### src/rtl/gin_tag_sequencer.sv
// -----------------------------------------------------------------------------
// gin_tag_sequencer
//
// Upstream feeder of the GIN bus. Takes an untagged word stream read from the
// GLB and attaches a {row,col} multicast tag to each word, following a
// row/col/word schedule that is latched when a start pulse is accepted. Tagged
// words leave through a one-deep registered valid/ready output stage. The
// module runs one schedule per accepted start and pulses done once the last
// tagged word has left.
//
// Ports
//   i_clk, i_rst     clock (rising edge) and synchronous active-high reset
//   i_start          start pulse; accepted only in IDLE with a legal cfg
//   i_cfg_rows       row tags in the schedule        (1..ROW_NUM)
//   i_cfg_cols       col tags per row                (1..COL_NUM)
//   i_cfg_words      words per {row,col} pair        (nonzero)
//   o_busy           high while not IDLE
//   o_done           one-cycle pulse after the final output handshake
//   i_data/i_valid/o_ready          upstream (GLB) word stream
//   o_data/o_valid/i_ready          tagged word stream to GIN bus
//   o_tag_row/o_tag_col             tag travelling with o_data
// -----------------------------------------------------------------------------
module gin_tag_sequencer #(
  parameter int DATA_BITWIDTH = 16,
  parameter int ROW_NUM       = 6,
  parameter int COL_NUM       = 6,
  parameter int TAG_BITWIDTH  = 3,
  parameter int WORD_BITWIDTH = 8
) (
  input  logic                     i_clk,
  input  logic                     i_rst,
  input  logic                     i_start,
  input  logic [TAG_BITWIDTH-1:0]  i_cfg_rows,
  input  logic [TAG_BITWIDTH-1:0]  i_cfg_cols,
  input  logic [WORD_BITWIDTH-1:0] i_cfg_words,
  output logic                     o_busy,
  output logic                     o_done,
  input  logic [DATA_BITWIDTH-1:0] i_data,
  input  logic                     i_valid,
  output logic                     o_ready,
  output logic [DATA_BITWIDTH-1:0] o_data,
  output logic                     o_valid,
  input  logic                     i_ready,
  output logic [TAG_BITWIDTH-1:0]  o_tag_row,
  output logic [TAG_BITWIDTH-1:0]  o_tag_col
);

  typedef enum logic [1:0] {
    S_IDLE  = 2'd0,
    S_RUN   = 2'd1,
    S_DRAIN = 2'd2
  } state_t;

  localparam logic [TAG_BITWIDTH-1:0]  ROW_MAX  = TAG_BITWIDTH'(ROW_NUM);
  localparam logic [TAG_BITWIDTH-1:0]  COL_MAX  = TAG_BITWIDTH'(COL_NUM);
  localparam logic [TAG_BITWIDTH-1:0]  TAG_ONE  = TAG_BITWIDTH'(1);
  localparam logic [WORD_BITWIDTH-1:0] WORD_ONE = WORD_BITWIDTH'(1);

  state_t                   state_q;

  // Latched schedule
  logic [TAG_BITWIDTH-1:0]  cfg_rows_q;
  logic [TAG_BITWIDTH-1:0]  cfg_cols_q;
  logic [WORD_BITWIDTH-1:0] cfg_words_q;

  // Position of the next word to be accepted: r outermost, w innermost
  logic [TAG_BITWIDTH-1:0]  r_q, r_d;
  logic [TAG_BITWIDTH-1:0]  c_q, c_d;
  logic [WORD_BITWIDTH-1:0] w_q, w_d;

  // Output stage
  logic [DATA_BITWIDTH-1:0] data_q;
  logic [TAG_BITWIDTH-1:0]  tag_row_q;
  logic [TAG_BITWIDTH-1:0]  tag_col_q;
  logic                     valid_q;
  logic                     done_q;

  logic cfg_legal;
  logic ready_w;
  logic in_hs;
  logic out_hs;
  logic w_last;
  logic c_last;
  logic r_last;
  logic sched_last;

  assign cfg_legal = (i_cfg_rows  != '0) && (i_cfg_rows <= ROW_MAX) &&
                     (i_cfg_cols  != '0) && (i_cfg_cols <= COL_MAX) &&
                     (i_cfg_words != '0);

  // Upstream may push whenever the output slot is empty or is being emptied
  // in this same cycle; this gives full throughput with a single register.
  assign ready_w = (state_q == S_RUN) && (!valid_q || i_ready);
  assign in_hs   = i_valid && ready_w;
  assign out_hs  = valid_q && i_ready;

  assign w_last     = (w_q == cfg_words_q - WORD_ONE);
  assign c_last     = (c_q == cfg_cols_q  - TAG_ONE);
  assign r_last     = (r_q == cfg_rows_q  - TAG_ONE);
  assign sched_last = w_last && c_last && r_last;

  // Counter advance for one accepted word. Past the final word r overflows,
  // which is harmless: the FSM leaves RUN and a new start clears everything.
  always_comb begin
    w_d = w_q + WORD_ONE;
    c_d = c_q;
    r_d = r_q;
    if (w_last) begin
      w_d = '0;
      if (c_last) begin
        c_d = '0;
        r_d = r_q + TAG_ONE;
      end else begin
        c_d = c_q + TAG_ONE;
      end
    end
  end

  always_ff @(posedge i_clk) begin
    if (i_rst) begin
      state_q     <= S_IDLE;
      cfg_rows_q  <= '0;
      cfg_cols_q  <= '0;
      cfg_words_q <= '0;
      r_q         <= '0;
      c_q         <= '0;
      w_q         <= '0;
      data_q      <= '0;
      tag_row_q   <= '0;
      tag_col_q   <= '0;
      valid_q     <= 1'b0;
      done_q      <= 1'b0;
    end else begin
      done_q <= 1'b0;

      case (state_q)
        S_IDLE: begin
          if (i_start && cfg_legal) begin
            cfg_rows_q  <= i_cfg_rows;
            cfg_cols_q  <= i_cfg_cols;
            cfg_words_q <= i_cfg_words;
            r_q         <= '0;
            c_q         <= '0;
            w_q         <= '0;
            state_q     <= S_RUN;
          end
        end
        S_RUN: begin
          if (in_hs) begin
            r_q <= r_d;
            c_q <= c_d;
            w_q <= w_d;
            if (sched_last) begin
              state_q <= S_DRAIN;
            end
          end
        end
        S_DRAIN: begin
          // The final word is still in the output register; finish only
          // once it has been taken by the bus.
          if (out_hs) begin
            state_q <= S_IDLE;
            done_q  <= 1'b1;
          end
        end
        default: begin
          state_q <= S_IDLE;
        end
      endcase

      // Output register: a load wins over a simultaneous unload, so the
      // slot stays full and the replaced word is the one just handed off.
      if (in_hs) begin
        data_q    <= i_data;
        tag_row_q <= r_q;
        tag_col_q <= c_q;
        valid_q   <= 1'b1;
      end else if (out_hs) begin
        valid_q <= 1'b0;
      end
    end
  end

  assign o_ready   = ready_w;
  assign o_busy    = (state_q != S_IDLE);
  assign o_done    = done_q;
  assign o_data    = data_q;
  assign o_valid   = valid_q;
  assign o_tag_row = tag_row_q;
  assign o_tag_col = tag_col_q;

endmodule

### config.mk
export PLATFORM = sky130hd
export DESIGN_NAME = gin_tag_sequencer
export DESIGN_NICKNAME = d
export VERILOG_FILES = /design/src/rtl/gin_tag_sequencer.sv
export SDC_FILE = /design/constraint.sdc
export NUM_CORES = 1
export LEC_CHECK = 0
export ABC_AREA = 1
export BUFFER_PORTS_ARGS = -buffer_cell sky130_fd_sc_hd__buf_2
export CORE_MARGIN = 2
export CORE_UTILIZATION = 45
export CTS_CLUSTER_DIAMETER = 120
export CTS_CLUSTER_SIZE = 8
export DETAILED_ROUTE_END_ITERATION = 6
export PLACE_DENSITY = 0.71
export RECOVER_POWER = 100
export SLEW_MARGIN = 20
export SYNTH_ARGS = -nofsm -noshare
export SYNTH_HDL_FRONTEND = slang
export SYNTH_SLANG_ARGS = --single-unit
### constraint.sdc
create_clock -name i_clk -period 1.65 [get_ports i_clk]
set_input_delay 0.0825 -clock i_clk [delete_from_list [all_inputs] [get_ports i_clk]]
set_output_delay 0.0825 -clock i_clk [all_outputs]
set_load 0.01 [all_outputs]
-- Word-level counts from Yosys, hierarchy flattened
Index checks and enable logic that the tools add are counted.
- equal/unequal tests: 11
- reductions and logical operators: 25
- mux-type cells: 21
- magnitude comparators: 2
- bitwise operators: 1
- add/sub/neg operators: 6
- operators with widths (cell ; count):
    8-bit 2-to-1 mux ; 3
    3-bit 2-to-1 mux ; 7
    8-bit case mux with 2 select lines ; 1
    2-bit != test, second input constant ; 6
    3-bit case mux with 2 select lines ; 2
    1-bit logical AND ; 10
    8-bit by 1-bit adder with 8-bit output, second input constant ; 1
    8-bit == test ; 1
    2-bit 2-to-1 mux ; 4
    4-bit AND reduction ; 2
    8-bit nonzero test ; 1
    8-bit by 1-bit subtractor with 8-bit output, second input constant ; 1
    3-bit by 1-bit adder with 3-bit output, second input constant ; 2
    3-bit == test ; 2
    3-bit less-or-equal comparator, second input constant ; 2
    2-bit case mux with 3 select lines ; 1
    2-bit nonzero test ; 3
    3-bit nonzero test ; 2
    3-bit by 1-bit subtractor with 3-bit output, second input constant ; 2
    5-bit AND reduction ; 1
    1-bit 2-to-1 mux ; 3
    3-bit AND reduction ; 1
    2-bit by 1-bit == test with 1-bit output, second input constant ; 1
    2-bit == test, second input constant ; 1
    6 further kinds ; 6
- input bits: 35
- flip-flop bits (word level): 54
- output and inout bits: 26

-- Logic depth before layout (Yosys ltp)
- depth after elaboration: 8
- depth in mapped cells: 15
- depth with buffers taken out: 15

-- Worst setup path after synthesis
Ideal clock, no wire load.
- path kind: register to register
- start: register cfg_words_q[0]
- end: register w_q[2]
- data required time: 1536 ps
- arrival: 1498 ps
- setup slack: 38 ps
- cell stages (with the launch flop): 15
- setup time: 114 ps
- path through: dfxtp_1 -> inv_2 -> ha_1 -> inv_1 -> nand2_1 -> nand2_1 -> nand2_1 -> nand2_1 -> nand4_1 -> nor2_1 -> nand2_2 -> nand2_4 -> nand2_4 -> nand2_2 -> nor2_1
- word-level cells in the longest chain between the ends: 5
- RTL lines (element ; line ; text):
    start, declared ; 64 ; logic [WORD_BITWIDTH-1:0] cfg_words_q;
    start signal, assigned ; 141 ; cfg_words_q <= i_cfg_words;
    8-bit by 1-bit subtractor with 8-bit output ; 97 ; assign w_last = (w_q == cfg_words_q - WORD_ONE);
    8-bit == test ; 97 ;
    8-bit 2-to-1 mux ; 108 ; if (w_last) begin
    8-bit 2-to-1 mux ; 149 ; if (in_hs) begin
    8-bit case mux with 2 select lines ; 136 ; case (state_q)
    end signal, assigned ; 152 ; w_q <= w_d;
    end, declared ; 69 ; logic [WORD_BITWIDTH-1:0] w_q, w_d;
Every way passes these cells. The select of a mux whose other input is x is not followed.
A chain may end at the register's enable or synchronous reset.

-- Worst setup path after layout
- start: register cfg_words_q[0]
- end: register c_q[0]
- word-level cells in the longest chain between the ends: 4
- RTL lines (element ; line ; text):
    8-bit by 1-bit subtractor with 8-bit output ; 97 ;
    8-bit == test ; 97 ;
    2-bit != test (no source line) ; n/a ;
    4-bit AND reduction (no source line) ; n/a ;
    end signal, assigned ; 126 ; c_q <= '0;
    end signal, assigned ; 143 ; c_q <= '0;
    end signal, assigned ; 151 ; c_q <= c_d;
    end, declared ; 68 ; logic [TAG_BITWIDTH-1:0] c_q, c_d;
Every way passes these cells.

==> metrics.md <==
| Metric | Value |
|---|---|
| Post-synthesis average cell area | `6.92 um2` |
| Main synth FF type | `dfxtp_1` |
| Setup violations, final | `14` |
| Max-Cap Viols | `0` |
| Outcome | `finished with violations` |
| Synth Instances | `390` |
| CTS clk-pin slew, worst paths | `100 ps` |
| R2R Path Start | `cfg_words_q[0]` |
| EDFF count, synth | `0` |
| Hold Path Sink | `o_data[14]` |
| Drt pass-1 iters | `4` |
| Crit-path max FO | `6` |
| Fin. max-slew vios | `0` |
| Final Cycle Share | `105%` |
| Final hold viol count | `0` |
| Post-Syn Area | `0.00270 mm2` |
| Register area share after synthesis | `40.1%` |
| Hold depth | `3` |
| FMAX | `0.576 GHz` |
| Clock Skew | `8.78 ps` |
| I/O pins | `61` |
| Peak supply drop | `0.000677 V` |
| Horiz. Die Dim | `81.4 um` |
| Total number of vias | `2643` |
| Seq cells post-synth | `54` |
| Core area | `0.00585 mm2` |
| Slew margin rel. | `52.8%` |
| Synth async-reset ratio | `0%` |
| Num CTS Buffers | `5` |
| Crit path kind | `flop to flop` |
| Initial DRC count | `107` |
| Leak | `0.00140 uW` |
| Post-Route WL | `6220 um` |
| Gp weighted congestion | `0.836` |
| CTS Sinks | `54` |
| WP data required | `1900 ps` |
| CP Launch Type | `flop` |
| Vias per cell | `4.91` |
| Hold Path Origin | `i_data[14]` |
| Netlist cell types | `30` |
| Worst-Skew Late Latency | `310 ps` |
| Clock Path Buffers | `2` |
| DIE HEIGHT | `81.4 um` |
| Failing checks | `setup timing` |
| CTS H-tree depth | `2` |
| Sum Neg Setup Slack | `-586 ps` |
| Die ar. | `0.00663 mm2` |
| Root buffer cell | `clkbuf_8` |
| Grt ovf | `0` |
| Hold Path Class | `primary input to flop` |
| Count leader, synth | `nand2_1` |
| Starting Density | `46.1%` |
| Synth area leaders | `dfxtp_1 40%, nand2_1 15%, a21oi_1 8.2%` |
| Share of cells above drive strength 1 | `18.8%` |
| PD cells | `1000 mW/mm2` |
| DP HPWL | `4660 um` |
| Nets | `503` |
| Largest net degree at the start of global routing | `29` |
| Post-route DRC violation count | `0` |
| All-Layer GR Usage | `20.3%` |
| CTS tree | `yes` |
| Worst Tran Pin Value | `704 ps` |
| IO Port Bufs | `60` |
| Antenna violations before repair | `0` |
| Net Count, Synth | `431` |
| Row cnt | `28` |
| Crit end category | `flop` |
| Final min period | `1740 ps` |
| R2r endpoint | `c_q[0]` |
| Vias in the first global route | `2448` |
| WP data arrival | `1990 ps` |
| Ant. Diodes | `0` |
| Final Core Density | `56.1%` |
| Global-route wire length before repair | `10500 um` |
| R2R Setup Slk | `-90 ps` |
| Area growth syn-to-layout | `21.7%` |
| Final worst-path setup slack | `-86.9 ps` |
| Most area-hungry cell type in the Yosys netlist | `dfxtp_1` |
| Unrepaired setup endpoints after global routing | `yes` |
| Routed WL per cell | `11.6 um` |
| Cells on worst reg2reg path | `14` |
| Most common library cells after synthesis | `111 x nand2_1, 54 x dfxtp_1, 44 x a21oi_1, 37 x nor2_1, 32 x inv_1` |
| YS warnings | `0` |
| Post-DRT Antenna Nets | `0` |
| Share of the synthesized area in the top cell type | `40.1%` |
## per-stage QoR
step           hold slack, ps  cells  cell area [um2]  worst slack, ps  power [uW]
3_5_place_dp              338    524             3120            -58.7        2370
2_1_floorplan             225    390             2700             37.7        2120
6_report                 8.57    538             3280            -86.9        3290
5_1_grt                  1.75    538             3280             -210        3510
3_3_place_gp              332    524             3120             16.0        2350
4_1_cts                  1.49    535             3290            -49.2        3310
## per-layer routing
metal | wire length, um | global-route usage, % | share of wire (%)
met5 | 0 | 0 | 0
met4 | 112 | 7.46 | 1.8
met3 | 199 | 3.74 | 3.2
met2 | 3190 | 37.4 | 51
met1 | 2720 | 23.1 | 44
## cells by family (layout without fill, tap and decap cells)
kind of cell / Yosys count / count (layout) / synth area share, %
flops: 54 / 54 / 40.1
buf+inv: 50 / 122 / 7.46
compound gates: 70 / 70 / 13.5
xor+xnor: 13 / 13 / 4.22
simple gates: 197 / 198 / 32.0
fa+ha+maj: 6 / 6 / 2.78
## report_power, final
part           internal, uW  leakage [uW]  total [uW]  switching, uW
combinational           346      0.000898         877            531
clock                   463     0.0000591         920            457
sequential             1410      0.000442        1500           89.6
## cell type report
type                       count  area, um2
clock buffer                   5       68.8
clock inverter                 3       47.5
fill                         583       2570
inverter                      38        150
multi-input combinational    287       1440
sequential                    54       1090
tap                           75       93.8
timing repair buffer          76        393
## placed cells by master, fill, tap and decap left out
cell type / synthesis / routed
clkinv_1: 1 / 1
dlygate4sd3_1: 0 / 4
nand4_1: 4 / 4
nor3_2: 1 / 1
nor2_4: 2 / 2
nor2_1: 37 / 36
nand3b_1: 1 / 1
nand2_1: 111 / 110
nand3_1: 25 / 25
clkbuf_2: 0 / 1
dfxtp_1: 54 / 50
xnor2_1: 7 / 7
nor4_1: 1 / 1
bufinv_16: 0 / 1
inv_6: 0 / 3
a21oi_1: 44 / 43
o21bai_1: 1 / 1
nand2_4: 2 / 2
ha_1: 6 / 5
dfxtp_2: 0 / 4
buf_4: 2 / 10
inv_4: 1 / 1
nor2_2: 2 / 3
ha_4: 0 / 1
nand2_2: 6 / 8
or2_2: 1 / 1
a21oi_2: 3 / 4
nand3_4: 1 / 1
o21ai_0: 22 / 22
xor2_1: 6 / 6
clkbuf_1: 6 / 26
buf_2: 3 / 35
inv_1: 32 / 31
inv_2: 4 / 4
clkbuf_8: 0 / 5
nor3_1: 3 / 3
## worst max-delay path, stage by stage, from the launching register on
cell and delay [ps]:
dfxtp_2 340, inv_2 50, ha_4 260, inv_2 20, nand2_1 50, nand2_1 50
nor2_1 80, nand4_1 100, nor2_1 160, nand2_2 130, nand2_4 120, nand2_4 80
nand2_2 60, nand2_1 50, nor2_1 120
## repair_timing
action | CTS | global route
cloned | 1 | 0
pin swaps | 6 | 5
buffers inserted | 0 | 1
endpoints found under the setup margin | 15 | 23
hold buffers | 2 | 2
resized for setup | 11 | 3
hold endpoints to repair | 2 | 2
## worst max path at each step
stage	startpoint	endpoint	slack [ps]	cells past startpoint
after floorplan	cfg_words_q[0]	w_q[2]	40	14
after global placement	cfg_words_q[0]	w_q[2]	20	13
after detailed placement	cfg_words_q[0]	c_q[0]	-60	15
after CTS	cfg_words_q[0]	c_q[0]	-50	14
after global routing	cfg_words_q[0]	c_q[0]	-210	14
final	cfg_words_q[0]	c_q[0]	-90	14
## sequential cells by signal (all words and copies together), names as in the netlist
signal,cells
c_q,3
cfg_cols_q,3
cfg_rows_q,3
cfg_words_q,8
o_data,16
o_done,1
o_tag_col,3
o_tag_row,3
o_valid,1
r_q,3
state_q,2
w_q,8
Power figures use the tool's default switching activity.
